--- config.mk ---
export PLATFORM = sky130hd
export DESIGN_NAME = reg_fifo
export DESIGN_NICKNAME = d
export VERILOG_FILES = /design/src/rtl/reg_fifo.sv
export SDC_FILE = /design/constraint.sdc
export NUM_CORES = 1
export LEC_CHECK = 0
export ABC_AREA = 1
export BUFFER_PORTS_ARGS = -buffer_cell sky130_fd_sc_hd__buf_4
export CAP_MARGIN = 10
export CORE_UTILIZATION = 52
export CTS_BUF_LIST = sky130_fd_sc_hd__clkbuf_8
export DETAILED_ROUTE_END_ITERATION = 10
export PLACE_DENSITY = 0.83
export SLEW_MARGIN = 20
export SYNTH_ARGS = -nofsm -noshare
export SYNTH_HDL_FRONTEND = slang
export SYNTH_SLANG_ARGS = --single-unit
--- constraint.sdc ---
create_clock -name clk -period 1.6 [get_ports clk]
set_input_delay 0.32 -clock clk [delete_from_list [all_inputs] [get_ports clk]]
set_output_delay 0.32 -clock clk [all_outputs]
set_load 0.02 [all_outputs]
--- src/rtl/reg_fifo.sv ---
// Register-based circular FIFO with first-word fall-through read port,
// occupancy count, almost-full threshold and sticky overflow/underflow flags.
module reg_fifo #(
    parameter int WIDTH    = 8,
    parameter int DEPTH    = 4,
    parameter int AF_LEVEL = 3
) (
    input  logic                     clk,
    input  logic                     rst,
    input  logic                     clear,
    input  logic                     wr_en,
    input  logic [WIDTH-1:0]         wr_data,
    input  logic                     rd_en,
    output logic [WIDTH-1:0]         rd_data,
    output logic                     full,
    output logic                     empty,
    output logic                     almost_full,
    output logic [$clog2(DEPTH):0]   count,
    output logic                     overflow,
    output logic                     underflow
);

    localparam int AW = $clog2(DEPTH);
    localparam int CW = AW + 1;

    logic [WIDTH-1:0] r_mem [DEPTH];
    logic [AW-1:0]    r_wr_ptr;
    logic [AW-1:0]    r_rd_ptr;
    logic [CW-1:0]    r_count;
    logic             r_overflow;
    logic             r_underflow;

    logic             w_full;
    logic             w_empty;
    logic             w_push;
    logic             w_pop;

    assign w_full  = (r_count == CW'(DEPTH));
    assign w_empty = (r_count == '0);
    assign w_push  = wr_en && !w_full;
    assign w_pop   = rd_en && !w_empty;

    always_ff @(posedge clk) begin
        if (rst || clear) begin
            r_wr_ptr    <= '0;
            r_rd_ptr    <= '0;
            r_count     <= '0;
            r_overflow  <= 1'b0;
            r_underflow <= 1'b0;
        end else begin
            if (w_push)
                r_wr_ptr <= r_wr_ptr + 1'b1;
            if (w_pop)
                r_rd_ptr <= r_rd_ptr + 1'b1;
            if (w_push && !w_pop)
                r_count <= r_count + 1'b1;
            else if (w_pop && !w_push)
                r_count <= r_count - 1'b1;
            if (wr_en && w_full)
                r_overflow <= 1'b1;
            if (rd_en && w_empty)
                r_underflow <= 1'b1;
        end
    end

    // Storage is deliberately left unreset; only the write is suppressed on flush.
    always_ff @(posedge clk) begin
        if (!rst && !clear && w_push)
            r_mem[r_wr_ptr] <= wr_data;
    end

    assign rd_data     = w_empty ? '0 : r_mem[r_rd_ptr];
    assign full        = w_full;
    assign empty       = w_empty;
    assign almost_full = (r_count >= CW'(AF_LEVEL));
    assign count       = r_count;
    assign overflow    = r_overflow;
    assign underflow   = r_underflow;

endmodule

== Word level (Yosys, flattened, before mapping) ==
Memory sizes are Yosys's and may differ from the RTL's. A register that Yosys moved wholly into a read port is not among the register bits.
Cells that the tools add are included.

* Add/subtract/negate cells: 4
* Reductions and logical operators: 17
* Magnitude comparators: 1
* Muxes and demuxes: 7
* Equality and inequality tests: 1

{| class="wikitable"
|+ Operators by type and width
! kind !! count
|-
| 1-bit logical AND || 8
|-
| 8-bit 2-to-1 mux || 1
|-
| 1-bit zero test || 6
|-
| 3-bit 2-to-1 mux || 2
|-
| 2-bit by 1-bit adder with 2-bit output, second input constant || 2
|-
| 2-bit 2-to-1 mux || 2
|-
| 3-bit by 1-bit adder with 3-bit output, second input constant || 1
|-
| 3-bit == test, second input constant || 1
|-
| 3-bit by 2-bit >= comparator with 1-bit output, second input constant || 1
|-
| 3-bit zero test || 1
|-
| 3-bit by 1-bit subtractor with 3-bit output, second input constant || 1
|-
| 1-bit 2-to-1 mux || 2
|-
| 2-bit nonzero test || 1
|-
| 1-bit logical OR || 1
|}

* Memories kept: 1
* Register bits after elaboration: 9
* Output and inout port bits: 16
* RAM bits: 32
* Word-level logic and storage cells: 36
* Input bits: 13

{| class="wikitable"
|+ Memory list
! memory !! words !! width !! read ports !! clocked after memory_dff !! write ports !! line !! RTL
|-
| r_mem || 4 || 8 || 1 || 1 || 1 || 26 || <nowiki>logic [WIDTH-1:0] r_mem [DEPTH];</nowiki>
|}

== Longest topological paths before layout ==
* Word-level depth: 7
* Gate-level depth with buffers: 13
* Mapped depth without buffers: 13

== Worst setup path before layout ==
OpenSTA, ideal clock, no wires.

* Path kind: reg2reg
* From: register r_count[1] (netlist: count[1])
* To: register r_count[2] (netlist: count[2])
* Library setup time: 110 ps
* Setup slack: -337 ps
* Data arrival time: 1827 ps
* Required time: 1490 ps
* Buffers on the path: 0
* Period minus slack after synthesis: 1937 ps
* Cell stages (with the launch flop): 14
* Cell sequence: dfxtp_1 > inv_1 > nand3_4 > inv_2 > nor2_2 > ha_1 > inv_1 > fa_1 > inv_1 > nand2_1 > nand3_1 > nand2_1 > inv_1 > nor2_1

* Word-level cells in the longest chain between the ends: 6
* Elaborated cells on any way between the ends: 15
* Those cells by class: add/sub: 2; eq/ne: 1; mux: 2; reduce/logical: 10

{| class="wikitable"
|+ RTL lines
! what !! line !! RTL
|-
| from (decl) || 29 || <nowiki>logic [CW-1:0] r_count;</nowiki>
|-
| from (signal assigned) || 56 || <nowiki>r_count <= r_count + 1'b1;</nowiki>
|-
| from (signal assigned) || 58 || <nowiki>r_count <= r_count - 1'b1;</nowiki>
|-
| 3-bit == test * || 38 || <nowiki>assign w_full = (r_count == CW'(DEPTH));</nowiki>
|-
| net full || 15 || <nowiki>output logic full,</nowiki>
|-
| 1-bit zero test * || 40 || <nowiki>assign w_push = wr_en && !w_full;</nowiki>
|-
| 1-bit logical AND * || 40 ||
|-
| net w_push || 35 || <nowiki>logic w_push;</nowiki>
|-
| 1-bit zero test || 57 || <nowiki>else if (w_pop && !w_push)</nowiki>
|-
| 1-bit logical AND || 57 ||
|-
| 2-bit nonzero test (no source line) || -- ||
|}

Mark *: on every way through the listed nets, which the timed path passes. The rest lies on a longest branch. The select of a mux whose other input is x is not followed.
A chain may end at the register's enable or synchronous reset.

==> flow_metrics.py <==
metrics = {
    "critical_path": {
        "critPathLaunchType": "flip-flop",
        "crit_slowest_cell": "dfxtp_2",
        "critPathKind": "flip-flop to output pin",
        "worstPathCellList": "clkinvlp_4 > buf_6 > nor2_2 > o21ai_1 > a21oi_2 > buf_4",
        "cp-end-kind": "output pin",
        "cp.arrival_ns": 1.37,
        "cp_max_fo": 4,
        "cp.required_ns": 1.28,
        "slowest_delay_ns": 0.35,
        "cp_top_family": "buffers and inverters",
        "worst-path-buf-inv": 3,
    },
    "power_and_ir_drop": {
        "p_per_area_mw_per_mm2": 935.5,
        "ir_worst_vdd_v": 0.0006548,
        "p_leak_nw": 1.012,
    },
    "sta": {
        "tightest_slew_ns": 0.2200,
        "max_slew_margin": 0.8528,
        "fin_crit_ns": 1.692,
        "hold_viol": 0,
        "fin_crit_sh": 1.057,
        "clock.fmax_mhz": 591.1,
        "finalWorstSetupSlack_ns": -0.09181,
        "rsz0062_at_grt": "yes",
        "setup_tns_ns": -0.5221,
        "setup_viol": 8,
        "slew_viol_final": 0,
        "fin_skew_ns": 0.006206,
    },
    "layout": {
        "utilization": 0.7267,
        "finalInstanceArea_sq_mm": 0.002482,
        "drive_gt1_frac": 0.3896,
        "final_common_cell": "nand2_1",
        "syn2layout_area_growth_pct": 30.87,
        "instances_no_fill": 277,
        "layout_common_cells": "41 x nand2_1, 40 x buf_4, 32 x edfxtp_1",
        "nets": 249,
        "insertedDiodeCount": 0,
    },
    "placement": {
        "dp_hpwl_um": 2295,
        "place_congestion": 0.7782,
        "post-place-ws_ns": -0.01922,
        "io_buffers": 28,
        "dpl.cell_count": 260,
        "placed_area_sq_mm": 0.002227,
    },
    "drt": {
        "drt_first_iter_violations": 53,
        "wl_um": 3714,
        "drt-met1-wl_um": 1460,
        "dr.pass1.iters": 6,
        "vias_per_cell": 4.903,
        "vias": 1358,
        "topRoutingLayerUsed": "met4",
        "antenna_left": 0,
        "dr_wl_met3_um": 210,
        "wl_per_cell_um": 13.41,
        "dr_wl_met2_um": 2020,
        "post-route-drc-count": 0,
    },
    "synthesis": {
        "synth_seq_area_share": 0.6227,
        "yosysTopAreaCell": "edfxtp_1",
        "synthCells": 181,
        "synthesis.area_sq_mm": 0.001897,
        "synth_top_area_frac": 0.5066,
        "syn-num-nets": 200,
        "yosys_warnings": 0,
        "synth.distinct_cells": 23,
        "ys_ff_latch": 43,
        "syn_area_per_cell_sq_um": 10.48,
        "synth_area_leaders": "edfxtp_1 51%, dfxtp_1 12%, nand2_1 8.7%",
    },
    "die": {
        "io_pins": 29,
        "die-area_sq_mm": 0.003893,
        "core-area_sq_mm": 0.003416,
        "initial_utilization": 0.5553,
        "num_rows": 21,
        "die_w_um": 62.40,
        "die_h_um": 62.40,
    },
    "global_route": {
        "grt_max_degree": 17,
        "grt_overflow": 0,
        "grt_pass1_wl_um": 5761,
        "antenna_found_initial": 0,
        "grt.total_usage": 0.1998,
        "first_global_vias": 1314,
    },
    "job": {
        "maxCapViolCount": 0,
    },
    "clocking": {
        "clkLatencyLatePin_ns": 0.29,
        "cts_num_sinks": 43,
        "root_buffer": "clkbuf_8",
        "clockBufferDepth": 2,
        "cts_tree": "built",
        "h-tree-depth": 2,
        "cts_made_buffers": 5,
        "clkTransAtPathRegs_ns": 0.07,
    },
    "status": {
        "violations": "setup timing",
        "status": "finished, violations left",
    },
    "hold_path": {
        "hold_class": "input pin to flip-flop",
    },
}
==> where the power goes <==
group / switching (mW) / internal (mW) / leakage, nW
sequential: 0.0194 / 1.22 / 0.382
combinational: 0.268 / 0.194 / 0.585
clock: 0.327 / 0.291 / 0.0444
==> synth_stat cells, drive strengths merged <==
master,count
fa,1
o21ai,11
o21a,1
buf,4
nand2,45
nand4,1
a21oi,14
edfxtp,32
nand3b,1
ha,5
a21boi,1
dfxtp,11
nand3,5
inv,20
nor2,29
==> layout make-up <==
cell class              count  area [sq um]
fillers                   234         933.4
repair inverters            1         8.758
clock inverters             3         11.26
flip-flops and latches     43          1195
multi-input cells         114         663.1
clock buffers               5         68.82
inverters                  20         103.9
repair buffers             45         374.1
well taps                  46         57.56
==> registers in the layout, indices dropped and copies added (netlist names), named ones only <==
signal     cells
count          3
r_rd_ptr       2
underflow      1
r_mem         32
r_wr_ptr       2
overflow       1
==> worst register-to-register path, cell delays in order (launching register included) <==
cell and delay (ns):
dfxtp_4 0.36, inv_4 0.05, nand3_4 0.09, inv_4 0.04, nor2_4 0.10, ha_4 0.14
inv_2 0.04, fa_2 0.33, nand2_1 0.10, nand3_1 0.09, nand2_1 0.07, inv_1 0.04
nor2_1 0.08
==> cells by family (layout without fill, tap and decap cells) <==
| logic type | count (synthesis) | count (layout) | synth area share |
|---|---|---|---|
| and+or+nand+nor | 81 | 81 | 0.1867 |
| DFF | 43 | 43 | 0.6227 |
| AOI/OAI and AO/OA | 27 | 27 | 0.07388 |
| buffers and inverters | 24 | 74 | 0.07322 |
| adders and majority gates | 6 | 6 | 0.04354 |
==> timing repair <==
action | CTS | global route
hold buffers | 0 | 0
resized for setup | 16 | 23
endpoints found under the setup margin | 11 | 11
pin swaps | 5 | 9
gates cloned | 1 | 1
setup buffers | 6 | 2
==> metal layers <==
metal	vias to the layer above	track usage
li1	692	-
met1	628	0.2316
met2	36	0.3420
met3	2	0.06022
met4	0	0.08721
met5	-	0
==> metrics by stage <==
stage | hold WS [ns] | total power [mW]
after floorplan | 0.4189 | 1.523
after global placement | 0.4387 | 1.673
after detailed placement | 0.4602 | 1.687
after CTS | 0.2172 | 2.332
after global routing | 0.2144 | 2.436
final | 0.2289 | 2.322
==> worst paths after layout <==
path	startpoint	to	slack, ns	cells past startpoint
hold reg to reg	overflow	overflow	0.47	1
hold / removal	wr_data[7]	r_mem[3][7]	0.23	1
setup reg to reg	count[0]	count[2]	0.02	12
setup / recovery	flip-flop	rd_data[3]	-0.09	6
Note: power is estimated with default switching activity, not from simulation.
